--- src/rtl/uart_rx_os.sv ---
// 8N1-style UART receiver driven by an oversampling clock enable (sample_tick).
// Define UART_RX_PARITY_EN to insert a parity bit between the data bits and the stop bit.
module uart_rx_os #(
  parameter int DATA_BITS  = 8,
  parameter int OVERSAMPLE = 16,
  parameter int PARITY_ODD = 0
) (
  input  logic                 clk,
  input  logic                 rst,
  input  logic                 sample_tick,
  input  logic                 rx,
  output logic [DATA_BITS-1:0] data_out,
  output logic                 data_valid,
  output logic                 framing_error,
  output logic                 parity_error,
  output logic                 busy
);

  localparam int CW = $clog2(OVERSAMPLE);
  localparam int IW = $clog2(DATA_BITS);
  localparam logic [CW-1:0] HALF     = CW'(OVERSAMPLE/2 - 1);
  localparam logic [CW-1:0] LAST     = CW'(OVERSAMPLE - 1);
  localparam logic [IW-1:0] LAST_BIT = IW'(DATA_BITS - 1);

  if (DATA_BITS < 5 || DATA_BITS > 9) begin : g_bad_bits
    $error("uart_rx_os: DATA_BITS must be 5..9");
  end
  if (OVERSAMPLE < 4 || (OVERSAMPLE % 2) != 0) begin : g_bad_os
    $error("uart_rx_os: OVERSAMPLE must be even and >= 4");
  end
  if (PARITY_ODD != 0 && PARITY_ODD != 1) begin : g_bad_par
    $error("uart_rx_os: PARITY_ODD must be 0 or 1");
  end

  typedef enum logic [2:0] {
    IDLE,
    START,
    DATA,
`ifdef UART_RX_PARITY_EN
    PARITY,
`endif
    STOP,
    BREAK_WAIT
  } state_t;

  state_t               state, state_n;
  logic [CW-1:0]        tick_cnt, cnt_n;
  logic [IW-1:0]        bit_idx, idx_n;
  logic [DATA_BITS-1:0] sr, sr_n;
  logic                 rx_m, rx_s;
  logic                 done;
`ifdef UART_RX_PARITY_EN
  logic                 par_bit, par_n;
`endif

  always_ff @(posedge clk) begin
    if (rst) state <= IDLE;
    else     state <= state_n;
  end

  always_comb begin
    state_n = state;
    cnt_n   = tick_cnt;
    idx_n   = bit_idx;
    sr_n    = sr;
    done    = 1'b0;
`ifdef UART_RX_PARITY_EN
    par_n   = par_bit;
`endif
    if (sample_tick) begin
      case (state)
        IDLE: if (!rx_s) begin
          state_n = START;
          cnt_n   = '0;
        end
        // Half a bit into the start bit: a line that is high again was a glitch.
        START: if (tick_cnt == HALF) begin
          cnt_n   = '0;
          idx_n   = '0;
          state_n = rx_s ? IDLE : DATA;
        end else cnt_n = tick_cnt + 1'b1;
        DATA: if (tick_cnt == LAST) begin
          sr_n  = {rx_s, sr[DATA_BITS-1:1]};
          cnt_n = '0;
          if (bit_idx == LAST_BIT) begin
`ifdef UART_RX_PARITY_EN
            state_n = PARITY;
`else
            state_n = STOP;
`endif
          end else idx_n = bit_idx + 1'b1;
        end else cnt_n = tick_cnt + 1'b1;
`ifdef UART_RX_PARITY_EN
        PARITY: if (tick_cnt == LAST) begin
          par_n   = rx_s;
          cnt_n   = '0;
          state_n = STOP;
        end else cnt_n = tick_cnt + 1'b1;
`endif
        // A low stop bit parks in BREAK_WAIT so a held-low line gives one frame only.
        STOP: if (tick_cnt == LAST) begin
          done    = 1'b1;
          cnt_n   = '0;
          state_n = rx_s ? IDLE : BREAK_WAIT;
        end else cnt_n = tick_cnt + 1'b1;
        BREAK_WAIT: if (rx_s) state_n = IDLE;
        default: state_n = IDLE;
      endcase
    end
  end

  always_ff @(posedge clk) begin
    if (rst) begin
      rx_m          <= 1'b1;
      rx_s          <= 1'b1;
      tick_cnt      <= '0;
      bit_idx       <= '0;
      sr            <= '0;
      data_out      <= '0;
      data_valid    <= 1'b0;
      framing_error <= 1'b0;
    end else begin
      rx_m       <= rx;
      rx_s       <= rx_m;
      tick_cnt   <= cnt_n;
      bit_idx    <= idx_n;
      sr         <= sr_n;
      data_valid <= done;
      if (done) begin
        data_out      <= sr;
        framing_error <= ~rx_s;
      end
    end
  end

`ifdef UART_RX_PARITY_EN
  always_ff @(posedge clk) begin
    if (rst) begin
      par_bit      <= 1'b0;
      parity_error <= 1'b0;
    end else begin
      par_bit <= par_n;
      if (done) parity_error <= (^sr) ^ par_bit ^ 1'(PARITY_ODD);
    end
  end
`else
  assign parity_error = 1'b0;
`endif

  assign busy = (state != IDLE);

endmodule

--- config.mk ---
export PLATFORM = sky130hd
export DESIGN_NAME = uart_rx_os
export DESIGN_NICKNAME = d
export VERILOG_FILES = /design/src/rtl/uart_rx_os.sv
export SDC_FILE = /design/constraint.sdc
export NUM_CORES = 1
export LEC_CHECK = 0
export ABC_AREA = 1
export CORE_ASPECT_RATIO = 0.9
export CORE_MARGIN = 4
export CORE_UTILIZATION = 58
export DETAILED_ROUTE_END_ITERATION = 10
export PLACE_DENSITY_LB_ADDON = 0.2
export SYNTH_ARGS = -nofsm -noshare
export SYNTH_HDL_FRONTEND = slang
export SYNTH_SLANG_ARGS = --single-unit
--- constraint.sdc ---
create_clock -name clk -period 3.3 [get_ports clk]
set_clock_uncertainty 0.05 [all_clocks]
set_input_delay 0.66 -clock clk [delete_from_list [all_inputs] [get_ports clk]]
set_output_delay 0.66 -clock clk [all_outputs]
set_load 0.05 [all_outputs]
After elaboration in Yosys (flattened, before gate mapping)
Index checks and enable logic that the tools add are counted.
{"block": "op_classes", "n_addsub": 2, "mul": 0, "n_div": 0, "n_lt_le_gt_ge": 0, "eq_ne": 14, "shifts": 0, "mux": 20, "bitwise_logic": 1, "reduce_logical": 9}
{"cell": "$mux W3", "count": 10}
{"cell": "$pmux W3 S5", "count": 1}
{"cell": "$ne A2 B2 Y1 const B", "count": 7}
{"cell": "$mux W4", "count": 3}
{"cell": "$pmux W4 S3", "count": 1}
{"cell": "$reduce_and A7 Y1", "count": 1}
{"cell": "$eq A3 B2 Y1 const B", "count": 2}
{"cell": "$eq A3 B3 Y1 const B", "count": 2}
{"cell": "$pmux W3 S2", "count": 1}
{"cell": "$reduce_and A3 Y1", "count": 2}
{"cell": "$reduce_bool A3 Y1", "count": 2}
{"cell": "$reduce_and A5 Y1", "count": 1}
{"cell": "$add A4 B1 Y4 const B", "count": 1}
{"cell": "$eq A4 B3 Y1 const B", "count": 1}
{"cell": "$eq A4 B4 Y1 const B", "count": 1}
{"cell": "$add A3 B1 Y3 const B", "count": 1}
{"cell": "$eq A3 B1 Y1 const B", "count": 1}
{"cell": "$logic_not A3 Y1", "count": 1}
{"cell": "$mux W1", "count": 3}
{"cell": "$mux W2", "count": 1}
{"cell": "$reduce_bool A2 Y1", "count": 1}
{"cell": "$reduce_or A2 Y1", "count": 1}
{"cell": "$not A1 Y1", "count": 1}
{"block": "totals", "register_bits": 30, "latch_bits": 0, "ram_bits": 0, "rom_bits": 0, "inputBits": 4, "output_inout_bits": 12, "wordCells": 55, "memories": 0}

Longest topological paths before layout
Gate-level depths: netlist of run 1.
{"block": "logic_depth", "depth_word": 4, "depth_mapped": 10, "depth_no_buf": 10}

Least setup slack after synthesis of run 1
Ideal clock, no wire load.
{"block": "synth_timing", "path_kind": "register to output", "from": "register state[0]", "to": "output busy", "arrival_ps": 851, "required_time_ps": 2590, "setup_slack_ps": 1739, "stages_incl_launch_ff": 3, "n_path_buf": 0, "cell_sequence": "dfxtp_1 nor2_1 nand2_1"}
{"block": "synth_between", "elab_chain_cells": 1}
{"item": "start, declared", "line_no": "46", "source": "state_t state, state_n;"}
{"item": "start signal, assigned", "line_no": "58", "source": "else state <= state_n;"}
{"item": "$reduce_bool A3 Y1", "line_no": "150", "source": "assign busy = (state != IDLE);"}
{"item": "end, declared", "line_no": "16", "source": "output logic busy"}
No other way between the ends.

Worst setup path in the final report of run 1
{"block": "layout_timing", "from": "register state[1]", "to": "output busy"}
Same word-level chain as after synthesis.

==> flow_summary.json, run 1 <==
{
  "antenna_found_initial": 0,
  "startpoint_type": "flip-flop",
  "core_um2": 2222,
  "grt_pass1_vias": 1174,
  "pwr-share-comb_pct": 37.3,
  "end_kind": "primary output",
  "postCtsSetupBuffers": 0,
  "vias": 1219,
  "grt_pass1_wl_mm": 4.698,
  "finalHoldViolCount": 0,
  "crit_fanout": 7,
  "worst_pin_slew_ns": 0.6535,
  "leakage_nw": 0.6799,
  "drv_cap": 0,
  "die_w_um": 59.47,
  "synth.avg_cell_area_um2": 7.018,
  "post_cts_resized": 0,
  "p_per_area_nw_per_um2": 697.1,
  "yosys_warnings": 0,
  "yosysSeqAreaShare_pct": 43.44,
  "row_count": 16,
  "seqPwrFrac_pct": 39.2,
  "syn_area_um2": 1383,
  "cts_root_buffer": "clkbuf_4",
  "synth-seq-cells": 30,
  "critPathKind": "flip-flop to primary output",
  "rsz0062_at_grt": "no",
  "dp_hpwl_mm": 2.028,
  "outcome": "complete, no violations",
  "slowest_delay_ns": 0.80,
  "p_int_mw": 0.6820,
  "overflow": 0,
  "cp.required_ns": 2.59,
  "p_clk_share_pct": 23.5,
  "route.detailed.drc": 0,
  "worstSkewPairLatency_ns": 0.31,
  "tns_ns": 0,
  "start_util_pct": 62.22,
  "firstDrtPassIters": 4,
  "setup_ws_ns": 0.7978,
  "maxSlewHeadroom_pct": 56.39,
  "antenna_cells": 0,
  "via_per_inst": 5.037,
  "hold_buffers": 0,
  "detail-route-antenna-nets": 0,
  "r2r_slack_ns": 1.61,
  "pre_cts_slack_ns": 1.131,
  "clk_transition_reported_paths_ns": 0.09,
  "ir_worst_vdd_v": 0.0005923,
  "netlist_instances": 197,
  "hold_class": "flip-flop to flip-flop",
  "cts_tree": "yes",
  "place_congestion": 0.8709,
  "routedWlPerCell_um": 11.10,
  "die_h_um": 54.32,
  "syn-num-nets": 204,
  "cts_sinks": 30,
  "ctsHtreeMaxLevel": 2,
  "slew_violations": 0,
  "drive_gt1_share_pct": 15.35,
  "setup_viol": 0,
  "power_switching_mw": 0.4388,
  "switching_share_pct": 39.15,
  "crit_chain": "nor2_1, nand2_1, clkdlybuf4s50_1",
  "grt_max_degree": 27,
  "clockBufferDepth": 2,
  "io_pins": 16,
  "final_util_pct": 72.35,
  "wl_mm": 2.686,
  "slowest_stage": "clkdlybuf4s50_1",
  "grt_usage_pct": 19.05,
  "first_iter_violations": 41,
  "fin_crit_sh_pct": 75.82,
  "syn_to_final_growth_pct": 16.29,
  "numCtsBuffers": 5,
  "portBuffers": 14,
  "fillers": 176,
  "fin_crit_ns": 2.502,
  "crit_arrival_ns": 1.79,
  "dieArea_um2": 3230,
  "layout.nets": 221,
  "synth_cell_types": 23,
  "max_freq_ghz": 0.3997
}
==> final timing paths <==
check,startpoint,endpoint,cells after the start
worst max-delay path,state[1]$_SDFFE_PP0P_,busy,3
worst min-delay path,rx_m$_SDFF_PP1_,rx_s$_SDFF_PP1_,1
worst max register to register,tick_cnt[0]$_SDFFE_PP0P_,data_out[5]$_SDFFE_PP0P_,9
worst min register to register,rx_m$_SDFF_PP1_,rx_s$_SDFF_PP1_,1
==> per-layer routing <==
| layer | global-route usage, % | part of all wire [%] |
|---|---|---|
| met2 | 30.55 | 45 |
| met4 | 9.434 | 1.0 |
| met5 | 0 | 0 |
| met1 | 23.31 | 48 |
| met3 | 5.660 | 5.6 |
==> worst max-delay path: cells and delay by family, from the launching register on <==
| kind | cells | cell delay (ns) |
|---|---|---|
| buffers and inverters | 1 | 0.80 |
| and+or+nand+nor | 2 | 0.19 |
| DFF | 1 | 0.48 |
==> power by group through the flow <==
stage	clock network (mW)	registers, mW	logic (mW)
2_1_floorplan	0	0.437	0.333
3_3_place_gp	0	0.444	0.398
3_5_place_dp	0	0.447	0.414
4_1_cts	0.272	0.439	0.416
5_1_grt	0.292	0.443	0.471
6_report	0.264	0.439	0.418
==> flip-flops by register name, summed over array words and instances, names as in the netlist <==
name / flops
framing_error: 1
tick_cnt: 4
state: 3
rx_m: 1
sr: 8
data_valid: 1
data_out: 8
bit_idx: 3
rx_s: 1
==> stage by stage <==
| stage | hold WS [ns] | power [mW] | area, um^2 | instances |
|---|---|---|---|---|
| floorplan | 0.3395 | 0.7698 | 1383 | 197 |
| global placement | 0.3460 | 0.8421 | 1529 | 234 |
| detailed placement | 0.3583 | 0.8606 | 1529 | 234 |
| CTS | 0.3830 | 1.126 | 1608 | 242 |
| global route | 0.3962 | 1.207 | 1608 | 242 |
| finish | 0.3788 | 1.121 | 1608 | 242 |
==> cell usage in the layout, fill, tap and decap left out, drive strengths merged <==
master	synthesis	routed
clkinv	1	1
nor3	1	1
nand3	5	5
inv	14	14
clkdlybuf4s50	0	14
nor2	65	65
ha	3	3
a21oi	8	8
or2	3	3
clkbuf	1	8
dfxtp	30	30
nand2	43	43
conb	1	1
o21ai	19	19
==> cell families after synthesis <==
family                   count (synthesis)  synth area share, %
AND/OR/NAND/NOR                        117                37.38
flip-flops                              30                43.44
AO/OA/AOI/OAI                           27                10.05
buffers and inverters                   19                6.153
adder cells (fa/ha/maj)                  3                2.715
other                                    1               0.2712
==> Yosys cell counts <==
master | n | share of area [%]
a21oi_1 | 8 | 2.9
buf_2 | 1 | 0.36
buf_4 | 1 | 0.54
buf_6 | 1 | 0.81
clkbuf_1 | 1 | 0.27
clkinv_2 | 1 | 0.36
conb_1 | 1 | 0.27
dfxtp_1 | 30 | 43
ha_1 | 3 | 2.7
inv_1 | 11 | 3.0
inv_2 | 3 | 0.81
nand2_1 | 36 | 9.8
nand2_2 | 6 | 2.7
nand2_4 | 1 | 0.81
nand3_1 | 5 | 1.8
nor2_1 | 55 | 15
nor2_2 | 7 | 3.2
nor2_4 | 3 | 2.4
nor3_1 | 1 | 0.36
o21ai_0 | 9 | 3.3
o21ai_1 | 9 | 3.3
o21ai_2 | 1 | 0.63
or2_2 | 3 | 1.4
==> cell type report <==
type                    instances  area [um^2]  share of cell area [%]
repair buffers                 14        140.1                   8.716
multi-input cells             148        696.9                   43.35
inverters                      15        57.56                   3.580
flip-flops and latches         30        600.6                   37.35
well taps                      27        33.78                   2.101
clock buffers                   8        78.83                   4.903
No activity file was read; power rests on OpenSTA's default activity.
==> inputs of run 2 (changes only) <==
- CORE_UTILIZATION: 58 -> 49
- clock period: 3.3 -> 2.25 ns (I/O delays scaled with it)
==> run 2 against run 1 <==
  * Cell count grew 4.5%
  * Clock power grew 17%
  * Critical path type unchanged
  * Largest power group unchanged
  * Power grew 38%
  * Sequential share of layout area is essentially flat
  * Die area grew 16%
  * Critical path depth shrank 2
  * Count of clock-buffer cells in the layout shrank 2
  * Largest cell class unchanged
  * Global-route usage shrank 3.0 points
  * Worst hold slack lost 0.014 ns
  * Sequential cell count is the same
==> flow_summary.json, run 2 (synthesis results as in run 1) <==
{
  "io_pins": 16,
  "crit_fanout": 2,
  "route.detailed.drc": 0,
  "die_h_um": 58.39,
  "cp.required_ns": 1.75,
  "pre_cts_slack_ns": 0.4170,
  "wl_mm": 2.607,
  "pwr-share-comb_pct": 38.3,
  "cts_sinks": 30,
  "seqPwrFrac_pct": 41.7,
  "dpl.cell_count": 247,
  "vias": 1211,
  "numCtsBuffers": 5,
  "startpoint_type": "flip-flop",
  "crit_arrival_ns": 1.50,
  "drive_gt1_share_pct": 15.81,
  "detail-route-antenna-nets": 0,
  "ctsHtreeMaxLevel": 2,
  "maxSlewHeadroom_pct": 65.82,
  "p_int_mw": 0.9230,
  "antenna_cells": 0,
  "multiInputGateArea_um2": 696.9,
  "layoutNonFillerInstCount": 253,
  "rsz0062_at_grt": "no",
  "cp_num_buf_inv": 1,
  "hold_buffers": 0,
  "dieArea_um2": 3736,
  "power_switching_mw": 0.6189,
  "fin_crit_ns": 2.002,
  "routedWlPerCell_um": 10.30,
  "critPathKind": "flip-flop to primary output",
  "final_common_cell": "nor2_1",
  "finalHoldViolCount": 0,
  "grt_pass1_wl_mm": 4.623,
  "end_kind": "primary output",
  "leakage_nw": 0.6765,
  "place_congestion": 0.9138,
  "portBuffers": 14,
  "hp-start": "rx_m$_SDFF_PP1_",
  "post_cts_resized": 0,
  "final_util_pct": 62.42,
  "ir_worst_vdd_v": 0.0004399,
  "slew_violations": 0,
  "cts_root_buffer": "clkbuf_4",
  "layout.nets": 223,
  "grt_max_degree": 20,
  "row_count": 17,
  "worst_pin_slew_ns": 0.5111,
  "first_iter_violations": 45,
  "setup_ws_ns": 0.2477,
  "slowest_stage": "clkdlybuf4s50_1",
  "layout_common_cells": "nor2_1, nand2_1, dfxtp_1, clkdlybuf4s50_1, inv_1",
  "grt_pass1_vias": 1064,
  "hold_class": "flip-flop to flip-flop",
  "p_clk_share_pct": 20.0,
  "via_per_inst": 4.787,
  "syn_to_final_growth_pct": 16.20,
  "crit_start": "framing_error$_SDFFE_PP0P_",
  "overflow": 0,
  "worstSkewPairLatency_ns": 0.33,
  "r2r-start": "tick_cnt[0]$_SDFFE_PP0P_",
  "postCtsSetupBuffers": 0,
  "outcome": "complete, no violations",
  "fin_crit_sh_pct": 88.99,
  "switching_share_pct": 40.14,
  "core_um2": 2574,
  "tns_ns": 0,
  "slowest_delay_ns": 0.81,
  "clockBufferDepth": 2,
  "start_util_pct": 53.72,
  "fillers": 245,
  "register_area_um2": 600.6,
  "cts_tree": "yes",
  "dp_hpwl_mm": 1.972,
  "drv_cap": 0,
  "clk_transition_reported_paths_ns": 0.08,
  "setup_viol": 0,
  "crit_chain": "clkdlybuf4s50_1",
  "power_mw": 1.542,
  "grt_usage_pct": 16.07,
  "antenna_found_initial": 0,
  "crit_family": "buffers and inverters",
  "die_w_um": 63.99,
  "p_per_area_nw_per_um2": 959.7,
  "max_freq_ghz": 0.4994,
  "firstDrtPassIters": 4,
  "reg_top3": "data_out x8, sr x8, tick_cnt x4"
}
## run 2: cell count changes in the layout (fill, tap and decap cells not counted)
| cell | change |
|---|---|
| clkbuf_8 | -2 |
| clkdlybuf4s50_1 | -1 |
| buf_4 | +3 |
## run 2: power groups by stage
| stage | Combinational, mW | Sequential (mW) | Clock, mW |
|---|---|---|---|
| detailed placement | 0.590 | 0.655 | 0 |
| global placement | 0.584 | 0.655 | 0 |
| floorplan | 0.488 | 0.641 | 0 |
| global route | 0.680 | 0.650 | 0.341 |
| CTS | 0.593 | 0.643 | 0.315 |
| finish | 0.591 | 0.642 | 0.308 |
## run 2: layout make-up
type | instances | area share [%]
Clock buffer | 6 | 3.193
Inverter | 15 | 3.583
Multi-Input combinational cell | 148 | 43.38
Sequential cell | 30 | 37.38
Tap cell | 38 | 2.960
Timing Repair Buffer | 16 | 9.502
## run 2: final timing paths
path	cells past startpoint	slack, ns	endpoint
max	1	0.25	framing_error
min	1	0.36	rx_s$_SDFF_PP1_
max reg2reg	9	0.67	data_out[5]$_SDFFE_PP0P_
min reg2reg	1	0.36	rx_s$_SDFF_PP1_
## run 2: layer usage
metal | part of all wire, % | vias up | GRT usage, %
met3 | 5.4 | 6 | 7.252
met4 | 1.6 | 0 | 6.154
li1 | - | 650 | -
met1 | 52 | 535 | 22.10
met2 | 41 | 20 | 21.80
met5 | 0 | - | 0
## run 2: per-stage QoR
step	area (um^2)	hold WS, ns
after CTS	1607	0.3671
after detailed placement	1555	0.3468
after global placement	1555	0.3416
after global routing	1607	0.3954
after floorplan	1383	0.3395
final	1607	0.3650
==> inputs of run 3 (changes only) <==
- CORE_ASPECT_RATIO: 0.9 -> unset
==> run 3 against run 2 <==
  * Wire length rose by 9.2%
  * Non-clock buffer count fell by 1
  * Via count rose by 0.91%
  * Critical endpoint unchanged
  * Largest cell class unchanged
  * Clock power is 11% higher
  * Cell count is 2.4% lower
==> flow_summary.json, run 3 (synthesis results as in run 1) <==
{
  "crit_family": "buffers and inverters",
  "end_kind": "primary output",
  "finalHoldViolCount": 0,
  "fin_crit_ns": 2.013,
  "postCtsSetupBuffers": 0,
  "route.detailed.drc": 0,
  "worstSkewPairLatency_ns": 0.33,
  "vias": 1222,
  "ctsHtreeMaxLevel": 2,
  "grt_pass1_vias": 1056,
  "portBuffers": 14,
  "maxSlewHeadroom_pct": 65.30,
  "start_util_pct": 50.57,
  "pre_cts_slack_ns": 0.3689,
  "stdcell_area_um2": 1603,
  "grt_pass1_wl_mm": 4.657,
  "wl_mm": 2.848,
  "first_iter_violations": 33,
  "syn_to_final_growth_pct": 15.93,
  "critPathKind": "flip-flop to primary output",
  "die_h_um": 61.12,
  "cp_num_buf_inv": 1,
  "r2r_slack_ns": 0.57,
  "fin_crit_sh_pct": 89.45,
  "rr_worst_depth": 9,
  "hold_buffers": 0,
  "layoutNonFillerInstCount": 247,
  "cts_sinks": 30,
  "routedWlPerCell_um": 11.53,
  "grt_max_degree": 24,
  "setup_ws_ns": 0.2374,
  "drv_cap": 0,
  "rsz0062_at_grt": "no",
  "die_w_um": 61.12,
  "core_um2": 2734,
  "crit_arrival_ns": 1.51,
  "place_congestion": 0.9141,
  "drive_gt1_share_pct": 16.20,
  "antenna_found_initial": 0,
  "cts_root_buffer": "clkbuf_4",
  "detail-route-antenna-nets": 0,
  "outcome": "complete, no violations",
  "grt_usage_pct": 17.40,
  "p_per_area_nw_per_um2": 993.3,
  "leakage_nw": 0.6758,
  "tns_ns": 0,
  "row_count": 19,
  "max_freq_ghz": 0.4969,
  "crit_chain": "clkdlybuf4s50_1",
  "crit_fanout": 2,
  "layout_common_cells": "nor2_1, nand2_1, dfxtp_1, clkdlybuf4s50_1, inv_1",
  "ir_worst_vdd_v": 0.0007135,
  "firstDrtPassIters": 4,
  "slew_violations": 0,
  "clk_transition_reported_paths_ns": 0.09,
  "whs_endpoint": "rx_s$_SDFF_PP1_",
  "io_pins": 16,
  "slowest_stage": "clkdlybuf4s50_1",
  "clockBufferDepth": 2,
  "dpl.cell_count": 239,
  "r2r-start": "tick_cnt[0]$_SDFFE_PP0P_",
  "cts_tree": "yes",
  "reg_top3": "data_out x8, sr x8, tick_cnt x4",
  "via_per_inst": 4.947,
  "holdPathStages": 1,
  "startpoint_type": "flip-flop",
  "dp_hpwl_mm": 2.171,
  "hold_class": "flip-flop to flip-flop",
  "fillers": 274,
  "placed_area_um2": 1539,
  "worst_pin_slew_ns": 0.5188,
  "final_common_cell": "nor2_1",
  "layout.nets": 222,
  "post_cts_resized": 0,
  "hp-start": "rx_m$_SDFF_PP1_",
  "r2r_end": "data_out[5]$_SDFFE_PP0P_",
  "cp.required_ns": 1.75,
  "setup_viol": 0,
  "numCtsBuffers": 5,
  "dieArea_um2": 3736,
  "worst_hold_slack_ns": 0.3852,
  "slowest_delay_ns": 0.83,
  "antenna_cells": 0,
  "overflow": 0
}
-- run 3: cell types whose count changed in the layout (fill, tap and decap cells not counted) --
cell / delta
buf_4: -1
clkinv_2: +1
clkinvlp_4: +1
-- run 3: where the power goes --
group	switching, mW	internal, mW	leakage (nW)	total (mW)
Clock	0.193	0.150	0.0343	0.343
Combinational	0.399	0.201	0.399	0.601
Sequential	0.0684	0.580	0.243	0.649
Total	0.660	0.932	0.676	1.59
-- run 3: routing by layer --
metal  wire length (um)  GRT usage [%]  up-vias  part of all wire (%)
met5                  0              0        -                     0
met4                 69          10.53        0                   2.4
met3                155          5.451        7                   5.4
met2               1307          26.59       32                    46
met1               1316          21.31      531                    46
li1                   -              -      652                     -
-- run 3: final cells by class --
class                           count  area, um^2  area share, %
Clock inverter                      2       12.51         0.7806
Inverter                           15       57.56          3.591
Sequential cell                    30       600.6          37.47
Multi-Input combinational cell    148       696.9          43.48
Clock buffer                        6       51.30          3.201
Timing Repair Buffer               15       145.1          9.055
Tap cell                           31       38.79          2.420
-- run 3: metrics by stage --
stage,utilization [%],total power [mW]
after global placement,56.29,1.240
after CTS,58.63,1.604
after floorplan,-,1.129
final,58.63,1.592
after global routing,58.63,1.700
after detailed placement,56.29,1.258
-- run 3: how the worst max path moves through the flow --
stage,start,to,depth (start not counted)
after global placement,sample_tick,data_out[4]$_SDFFE_PP0P_,7
after floorplan,tick_cnt[0]$_SDFFE_PP0P_,data_out[1]$_SDFFE_PP0P_,9
after detailed placement,sample_tick,data_out[5]$_SDFFE_PP0P_,7
after global routing,data_out[3]$_SDFFE_PP0P_,data_out[3],1
final,framing_error$_SDFFE_PP0P_,framing_error,1
after CTS,framing_error$_SDFFE_PP0P_,framing_error,1
